`src/rtl/int_ctrl_if.sv`:
```
// CPU-side bus bundle for the interrupt controller: status/strobe inputs
// from the i8080 and the request/vector outputs back toward it.
interface int_ctrl_if #(
  parameter int XLEN = 8
);
  logic            sync;
  logic            dbin;
  logic            inte;
  logic [XLEN-1:0] data_in;
  logic            iint;
  logic            vec_oe;
  logic [XLEN-1:0] vec_data;

  modport master (
    output sync, dbin, inte, data_in,
    input  iint, vec_oe, vec_data
  );

  modport slave (
    input  sync, dbin, inte, data_in,
    output iint, vec_oe, vec_data
  );
endinterface

```
`src/rtl/int_ctrl.sv`:
```
// Two-source interrupt controller for the i8080 system. Latches mid-screen
// and vertical-blank events, requests an interrupt while the CPU has them
// enabled, and supplies the matching RST opcode during the INTA fetch.
module int_ctrl #(
  parameter int              XLEN        = 8,
  parameter logic [XLEN-1:0] VEC_MID     = 8'hCF,
  parameter logic [XLEN-1:0] VEC_VBL     = 8'hD7,
  parameter int              STATUS_INTA = 0
) (
  input  logic       clk,
  input  logic       rst,
  int_ctrl_if.slave  bus,
  input  logic       irq_mid,
  input  logic       irq_vbl,
  output logic [7:0] overrun
);

  typedef enum logic [1:0] {
    IDLE      = 2'd0,
    ACK_WAIT  = 2'd1,
    ACK_DRIVE = 2'd2
  } state_t;

  state_t     state;
  state_t     state_next;
  logic       sel;
  logic       pend_mid;
  logic       pend_vbl;
  logic       inta_sync;
  logic       other_sync;
  logic       clr_mid;
  logic       clr_vbl;
  logic       lost_mid;
  logic       lost_vbl;
  logic [1:0] lost_cnt;
  logic [8:0] ovr_sum;

  // Decode the status byte and work out which pending bit an INTA capture
  // consumes (VBL first); a spurious INTA consumes nothing.
  always_comb begin
    inta_sync  = bus.sync & bus.data_in[STATUS_INTA];
    other_sync = bus.sync & ~bus.data_in[STATUS_INTA];
    clr_vbl    = inta_sync & pend_vbl;
    clr_mid    = inta_sync & ~pend_vbl & pend_mid;
    lost_vbl   = irq_vbl & pend_vbl & ~clr_vbl;
    lost_mid   = irq_mid & pend_mid & ~clr_mid;
    lost_cnt   = {1'b0, lost_vbl} + {1'b0, lost_mid};
    ovr_sum    = {1'b0, overrun} + {7'b0, lost_cnt};
  end

  // Acknowledge state register.
  always_ff @(posedge clk) begin
    if (rst) begin
      state <= IDLE;
    end else begin
      state <= state_next;
    end
  end

  // Acknowledge sequencing: any INTA sync (re)starts a capture, a non-INTA
  // sync aborts, otherwise follow the DBIN window.
  always_comb begin
    state_next = state;
    if (inta_sync) begin
      state_next = ACK_WAIT;
    end else if (other_sync) begin
      state_next = IDLE;
    end else begin
      case (state)
        ACK_WAIT:  if (bus.dbin)  state_next = ACK_DRIVE;
        ACK_DRIVE: if (!bus.dbin) state_next = IDLE;
        default:   state_next = IDLE;
      endcase
    end
  end

  // Pending bits, source select, registered request and overrun counter;
  // a new pulse beats a same-cycle acknowledge clear of that source.
  always_ff @(posedge clk) begin
    if (rst) begin
      pend_mid <= 1'b0;
      pend_vbl <= 1'b0;
      sel      <= 1'b0;
      bus.iint <= 1'b0;
      overrun  <= 8'd0;
    end else begin
      pend_mid <= irq_mid | (pend_mid & ~clr_mid);
      pend_vbl <= irq_vbl | (pend_vbl & ~clr_vbl);
      if (inta_sync) begin
        sel <= pend_vbl;
      end
      bus.iint <= bus.inte & (pend_mid | pend_vbl);
      overrun  <= ovr_sum[8] ? 8'hFF : ovr_sum[7:0];
    end
  end

  // Vector bus drive follows DBIN directly so the opcode covers the whole
  // read window; the opcode itself is held for the full acknowledge.
  always_comb begin
    bus.vec_oe   = ((state == ACK_WAIT) | (state == ACK_DRIVE)) & bus.dbin;
    bus.vec_data = '0;
    if (state != IDLE) begin
      bus.vec_data = sel ? VEC_VBL : VEC_MID;
    end
  end

endmodule
```
`src/flat_wrapper.sv`:
```
// flat-port wrapper written by rule: the top's interface ports become plain ports
module int_ctrl_flat 
#(
  parameter int              XLEN        = 8,
  parameter logic [XLEN-1:0] VEC_MID     = 8'hCF,
  parameter logic [XLEN-1:0] VEC_VBL     = 8'hD7,
  parameter int              STATUS_INTA = 0
)
  (clk, rst, irq_mid, irq_vbl, overrun, bus_sync, bus_dbin, bus_inte, bus_data_in, bus_iint, bus_vec_oe, bus_vec_data);
  int_ctrl_if #(.XLEN(XLEN)) bus_i ();
  input  logic clk;
  input  logic rst;
  input  logic irq_mid;
  input  logic irq_vbl;
  output logic [7:0] overrun;
  input wire logic [$bits(bus_i.sync)-1:0] bus_sync;
  input wire logic [$bits(bus_i.dbin)-1:0] bus_dbin;
  input wire logic [$bits(bus_i.inte)-1:0] bus_inte;
  input wire logic [$bits(bus_i.data_in)-1:0] bus_data_in;
  output wire logic [$bits(bus_i.iint)-1:0] bus_iint;
  output wire logic [$bits(bus_i.vec_oe)-1:0] bus_vec_oe;
  output wire logic [$bits(bus_i.vec_data)-1:0] bus_vec_data;
  assign bus_i.sync = bus_sync;
  assign bus_i.dbin = bus_dbin;
  assign bus_i.inte = bus_inte;
  assign bus_i.data_in = bus_data_in;
  assign bus_iint = bus_i.iint;
  assign bus_vec_oe = bus_i.vec_oe;
  assign bus_vec_data = bus_i.vec_data;
  int_ctrl #(.XLEN(XLEN), .VEC_MID(VEC_MID), .VEC_VBL(VEC_VBL), .STATUS_INTA(STATUS_INTA)) u_core (.clk(clk), .rst(rst), .bus(bus_i), .irq_mid(irq_mid), .irq_vbl(irq_vbl), .overrun(overrun));
endmodule
```
`config.mk`:
```
export PLATFORM = sky130hd
export DESIGN_NAME = int_ctrl_flat
export DESIGN_NICKNAME = d
export VERILOG_FILES = /design/src/rtl/int_ctrl_if.sv /design/src/rtl/int_ctrl.sv /design/src/flat_wrapper.sv
export SDC_FILE = /design/constraint.sdc
export NUM_CORES = 1
export LEC_CHECK = 0
export BUFFER_PORTS_ARGS = -buffer_cell sky130_fd_sc_hd__buf_2
export CORE_MARGIN = 10
export CORE_UTILIZATION = 47
export CTS_CLUSTER_SIZE = 14
export DETAILED_ROUTE_END_ITERATION = 7
export HOLD_SLACK_MARGIN = 0.06
export PLACE_DENSITY = 0.89
export SYNTH_ARGS = -nofsm -noshare
export SYNTH_HDL_FRONTEND = slang
export SYNTH_SLANG_ARGS = --single-unit
```
`constraint.sdc`:
```
create_clock -name clk -period 3.59 [get_ports clk]
set_input_delay 0.718 -clock clk [delete_from_list [all_inputs] [get_ports clk]]
set_output_delay 0.718 -clock clk [all_outputs]
set_load 0.01 [all_outputs]
```
-- Word level (Yosys, flattened, before mapping)
Cells that the tools add are included.
- register bits: 14
- input port bits: 15
- logic and storage cells: 48
- add/sub/neg operators: 2
- equal/unequal tests: 6
- mux-type cells: 8
- bitwise logic cells: 21
- reduce and logical (&&, ||, !) cells: 4
- operators by type and width (operator ; count):
    2-to-1 mux 8 bit ; 2
    bitwise AND 1 bit ; 13
    adder 8 x 2 -> 9 bit ; 1
    != test 4 x 2 -> 1 bit, second input constant ; 2
    2-to-1 mux 5 bit ; 1
    2-to-1 mux 2 bit ; 2
    != test 2 bit, second input constant ; 2
    inverter 1 bit ; 4
    OR 1 bit ; 4
    one-hot mux 2 bit (2 select lines) ; 1
    AND reduction 2 bit ; 2
    OR reduction 3 bit ; 1
    adder 1 x 1 -> 2 bit ; 1
    == test 2 x 1 -> 1 bit, second input constant ; 1
    == test 2 bit, second input constant ; 1
    2-to-1 mux 1 bit ; 2
    nonzero test 2 bit ; 1

-- Longest topological paths before layout
- depth after elaboration: 8
- depth in mapped cells: 8
- mapped depth without buffers: 7

-- Least setup slack after synthesis
OpenSTA, ideal clock, no wires.
- kind: input -> register
- from: input bus_sync
- to: register u_core.overrun[6]
- setup time: 0.119 ns
- data arrival time: 2.236 ns
- data required time: 3.471 ns
- setup slack: 1.235 ns
- stages on the path: 8
- buffers on the path: 1
- path through: nand2_1 o21ai_0 or2_2 fa_1 and4b_1 buf_6 and4bb_1 nor3_2
- cells in the longest elaborated chain, start to end: 8
- elaborated cells on any way between the ends: 11
- RTL lines (what ; RTL line ; RTL):
    from (decl) ; flat_wrapper.sv:16 ; input wire logic [$bits(bus_i.sync)-1:0] bus_sync;
    bitwise AND 1 bit (*) ; int_ctrl.sv:41 ; inta_sync = bus.sync & bus.data_in[STATUS_INTA];
    bitwise AND 1 bit (2 in a row) ; int_ctrl.sv:44 ; clr_mid = inta_sync & ~pend_vbl & pend_mid;
    inverter 1 bit ; int_ctrl.sv:46 ; lost_mid = irq_mid & pend_mid & ~clr_mid;
    bitwise AND 1 bit ; int_ctrl.sv:46 ;
    adder 1 x 1 -> 2 bit (*) ; int_ctrl.sv:47 ; lost_cnt = {1'b0, lost_vbl} + {1'b0, lost_mid};
    adder 8 x 2 -> 9 bit (*) ; int_ctrl.sv:48 ; ovr_sum = {1'b0, overrun} + {7'b0, lost_cnt};
    2-to-1 mux 8 bit (*) ; int_ctrl.sv:93 ; overrun <= ovr_sum[8] ? 8'hFF : ovr_sum[7:0];
    to (signal assigned) ; int_ctrl.sv:93 ;
    to (decl) ; int_ctrl.sv:15 ; output logic [7:0] overrun
Every way passes the cells marked *; elsewhere a longest branch is shown, timed or not.
A chain may end at the register's enable or synchronous reset.

-- Worst setup path after layout
Same ends and word-level chain as after synthesis.

==> qor.txt <==
CP Capture Point: u_core.overrun[6]$_SDFF_PP0_
Fillers: 130
Core Footprint: 1370 um2
ys flop type: dfxtp_1
Hold/Removal Path Class: reg -> reg
area occupied by registers: 280 um2
FF-to-FF Start: u_core.pend_vbl$_SDFF_PP0_
minimum clock period: 2.39 ns
setup TNS: 0 ns
Syn. warnings: 0
number of H-tree levels: 1
worst-path cell chain: buf_2 -> nand2_1 -> o21ai_0 -> or2_2 -> fa_1 -> and4b_1 -> and4bb_1 -> nor3_2
largest stage delay on the critical path: 0.44 ns
gpl congestion: 0.680
Antenna Cells: 0
syn avg cell area: 8.96 um2
final hold vios: 0
Post-DP HPWL: 1130 um
Root Driver: clkbuf_4
endpoints failing setup: 0
clock sinks: 14
Post CTS Setup Buffer Count: 0
Area Growth Syn to Fin: 15.4%
vias in the first global route: 587
CP delay by family, top: simple AND/OR/NAND/NOR gates
number of flops mapped to enable cells by yosys: 0
# resized after CTS: 0
IO buf count: 24
CP bufs+invs: 1
Yosys reg bits: 14
routed wire length: 1410 um
Initial Util: 0.518
Max clock buf depth: 2
Pwr Total: 0.000282 W
final worst path period share: 0.666
kind of critical path: in -> reg
outcome: finished clean
multi-input logic area: 353 um2
1st-pass router iterations: 3
largest net degree at the start of global routing: 15
depth of the most critical reg-to-reg path: 6
hold buffers post-CTS: 0
fin nets: 120
top cell type's share of synthesized area: 0.396
reg2reg end: u_core.overrun[6]$_SDFF_PP0_
cell leakage power: 0.391 nW
CP Max Fanout: 8
Arr. time, crit path: 2.55 ns
initial detailed-routing violation count: 7
skew final: 0.00131 ns
Post-synth ARST share: 0
Crit. path cell count: 8
WL/cell: 12.3 um
Die Width: 58.8 um
MaxCap Viol Count: 0
PwrDens: 345 nW/um2
reg-to-reg slack, setup: 1.50 ns
crit end category: flop
total global routing overflow: 0
I/O pins: 33
global-route wire length before repair: 2400 um
Synth top cells by count: dfxtp_1 (14), a21oi_1 (9), inv_1 (6)
fraction of layout cells with a size suffix above 1: 0.313
mapped cell area: 708 um2
Overall Global Routing Usage: 0.0866
die height: 58.8 um
CTS buffer count: 3
antenna-violating nets left: 0
Via density: 5.15
FMAX: 0.418 GHz
Slowest cell on crit path: and4b_1
Reg clk slew, reported paths: 0.08 ns
vias: 587
Yosys cell types: 31
Startpoint Class: input port
CTS tree: done
Site Rows: 13
Clock Latency Late Sink: 0.27 ns
RSZ-0062 raised after global routing: no
syn nets: 98
most numerous cell in the Yosys netlist: dfxtp_1
# DRC: 0
final slew viol count: 0
top cells by area, synth: dfxtp_1 (40%), a21oi_1 (6.4%), buf_4 (5.3%), ha_1 (5.3%), a211oi_1 (3.2%)
initial antenna violation count: 0
area leader, netlist: dfxtp_1
Max IR drop VDD: 0.000164 V
Worst Hold Launch: u_core.sel$_SDFFE_PP0N_
Crit. Startpoint: bus_sync
Post-Synthesis Cells: 79
sequential area share after synthesis: 0.396
worst path required time: 3.75 ns
Die ar.: 3460 um2
[flip-flops by register name (all words and copies together) (netlist names)]
signal	cells
u_core.overrun	8
u_core.state	2
u_core.bus.iint	1
u_core.pend_mid	1
u_core.pend_vbl	1
u_core.sel	1
[layer usage]
layer | share of wire | track usage | wire length, um | vias to the layer above
li1 | - | - | - | 309
met1 | 0.43 | 0.0902 | 605 | 258
met2 | 0.46 | 0.131 | 641 | 18
met3 | 0.11 | 0.0536 | 152 | 2
met4 | 0.0043 | 0.0492 | 6 | 0
met5 | 0 | 0 | 0 | -
[cell type report]
type / instances / share of cell area
multi-input cells: 52 / 0.432
clock buffers: 3 / 0.0276
flip-flops and latches: 14 / 0.343
well taps: 15 / 0.0230
inverters: 6 / 0.0276
repair buffers: 24 / 0.147
[how the worst min path moves through the flow]
stage                                    endpoint  slack (ns)  depth (start not counted)
after global placement    u_core.sel$_SDFFE_PP0N_        0.46                          2
after CTS                 u_core.sel$_SDFFE_PP0N_        0.48                          2
after floorplan           u_core.sel$_SDFFE_PP0N_        0.45                          2
after detailed placement  u_core.sel$_SDFFE_PP0N_        0.46                          2
final                     u_core.sel$_SDFFE_PP0N_        0.47                          2
after global routing      u_core.sel$_SDFFE_PP0N_        0.51                          2
[logic make-up (layout without fill, tap and decap cells)]
group	count (synthesis)	count (layout)	synth area share
XOR/XNOR	1	1	0.0124
buffers and inverters	13	33	0.106
flip-flops	14	14	0.396
adder cells (fa/ha/maj)	4	4	0.0813
multiplexers	1	1	0.0141
AND/OR/NAND/NOR	26	26	0.223
other	1	1	0.00530
AO/OA/AOI/OAI	19	19	0.163
[where the power goes]
part           leakage [nW]  total (W)  internal [W]  switching [W]
sequential            0.114   0.000164      0.000161     0.00000336
clock                0.0138  0.0000847     0.0000388      0.0000459
combinational         0.263  0.0000337     0.0000147      0.0000190
total                 0.391   0.000282      0.000214      0.0000683
[worst reg2reg max path: stages, from the launching register on]
cell and delay (ns):
dfxtp_1 0.40, o21ai_0 0.13, or2_2 0.29, fa_1 0.43, and4b_1 0.44, and4bb_1 0.25, nor3_2 0.04
[placed cells by master, fill, tap and decap left out]
| master | count |
|---|---|
| and4b_1 | 1 |
| conb_1 | 1 |
| or2_2 | 1 |
| and3b_2 | 1 |
| nand3_1 | 3 |
| or3_1 | 1 |
| and4_1 | 1 |
| o21ai_0 | 2 |
| and4bb_1 | 1 |
| inv_1 | 6 |
| a31oi_1 | 2 |
| nand2_1 | 5 |
| nand3b_1 | 1 |
| dfxtp_1 | 14 |
| ha_1 | 3 |
| a21oi_1 | 9 |
| a41oi_1 | 1 |
| clkbuf_4 | 3 |
| fa_1 | 1 |
| a211oi_1 | 3 |
| nor3_2 | 1 |
| o21bai_1 | 1 |
| and2_1 | 1 |
| nor2_1 | 5 |
| a21oi_2 | 1 |
| nor2b_1 | 2 |
| buf_2 | 24 |
| nor3b_1 | 2 |
| xor2_1 | 1 |
| mux2i_1 | 1 |
[metrics by stage]
step | cells | worst slack [ns] | cell area (um2) | hold slack (ns) | utilization
2_1_floorplan | 79 | 1.23 | 708 | 0.445 | -
3_3_place_gp | 111 | 0.930 | 795 | 0.456 | 0.582
5_1_grt | 114 | 1.04 | 817 | 0.507 | 0.598
4_1_cts | 114 | 1.20 | 817 | 0.475 | 0.598
6_report | 114 | 1.20 | 817 | 0.474 | 0.598
3_5_place_dp | 111 | 0.914 | 795 | 0.464 | 0.582
Power figures use the tool's default switching activity.
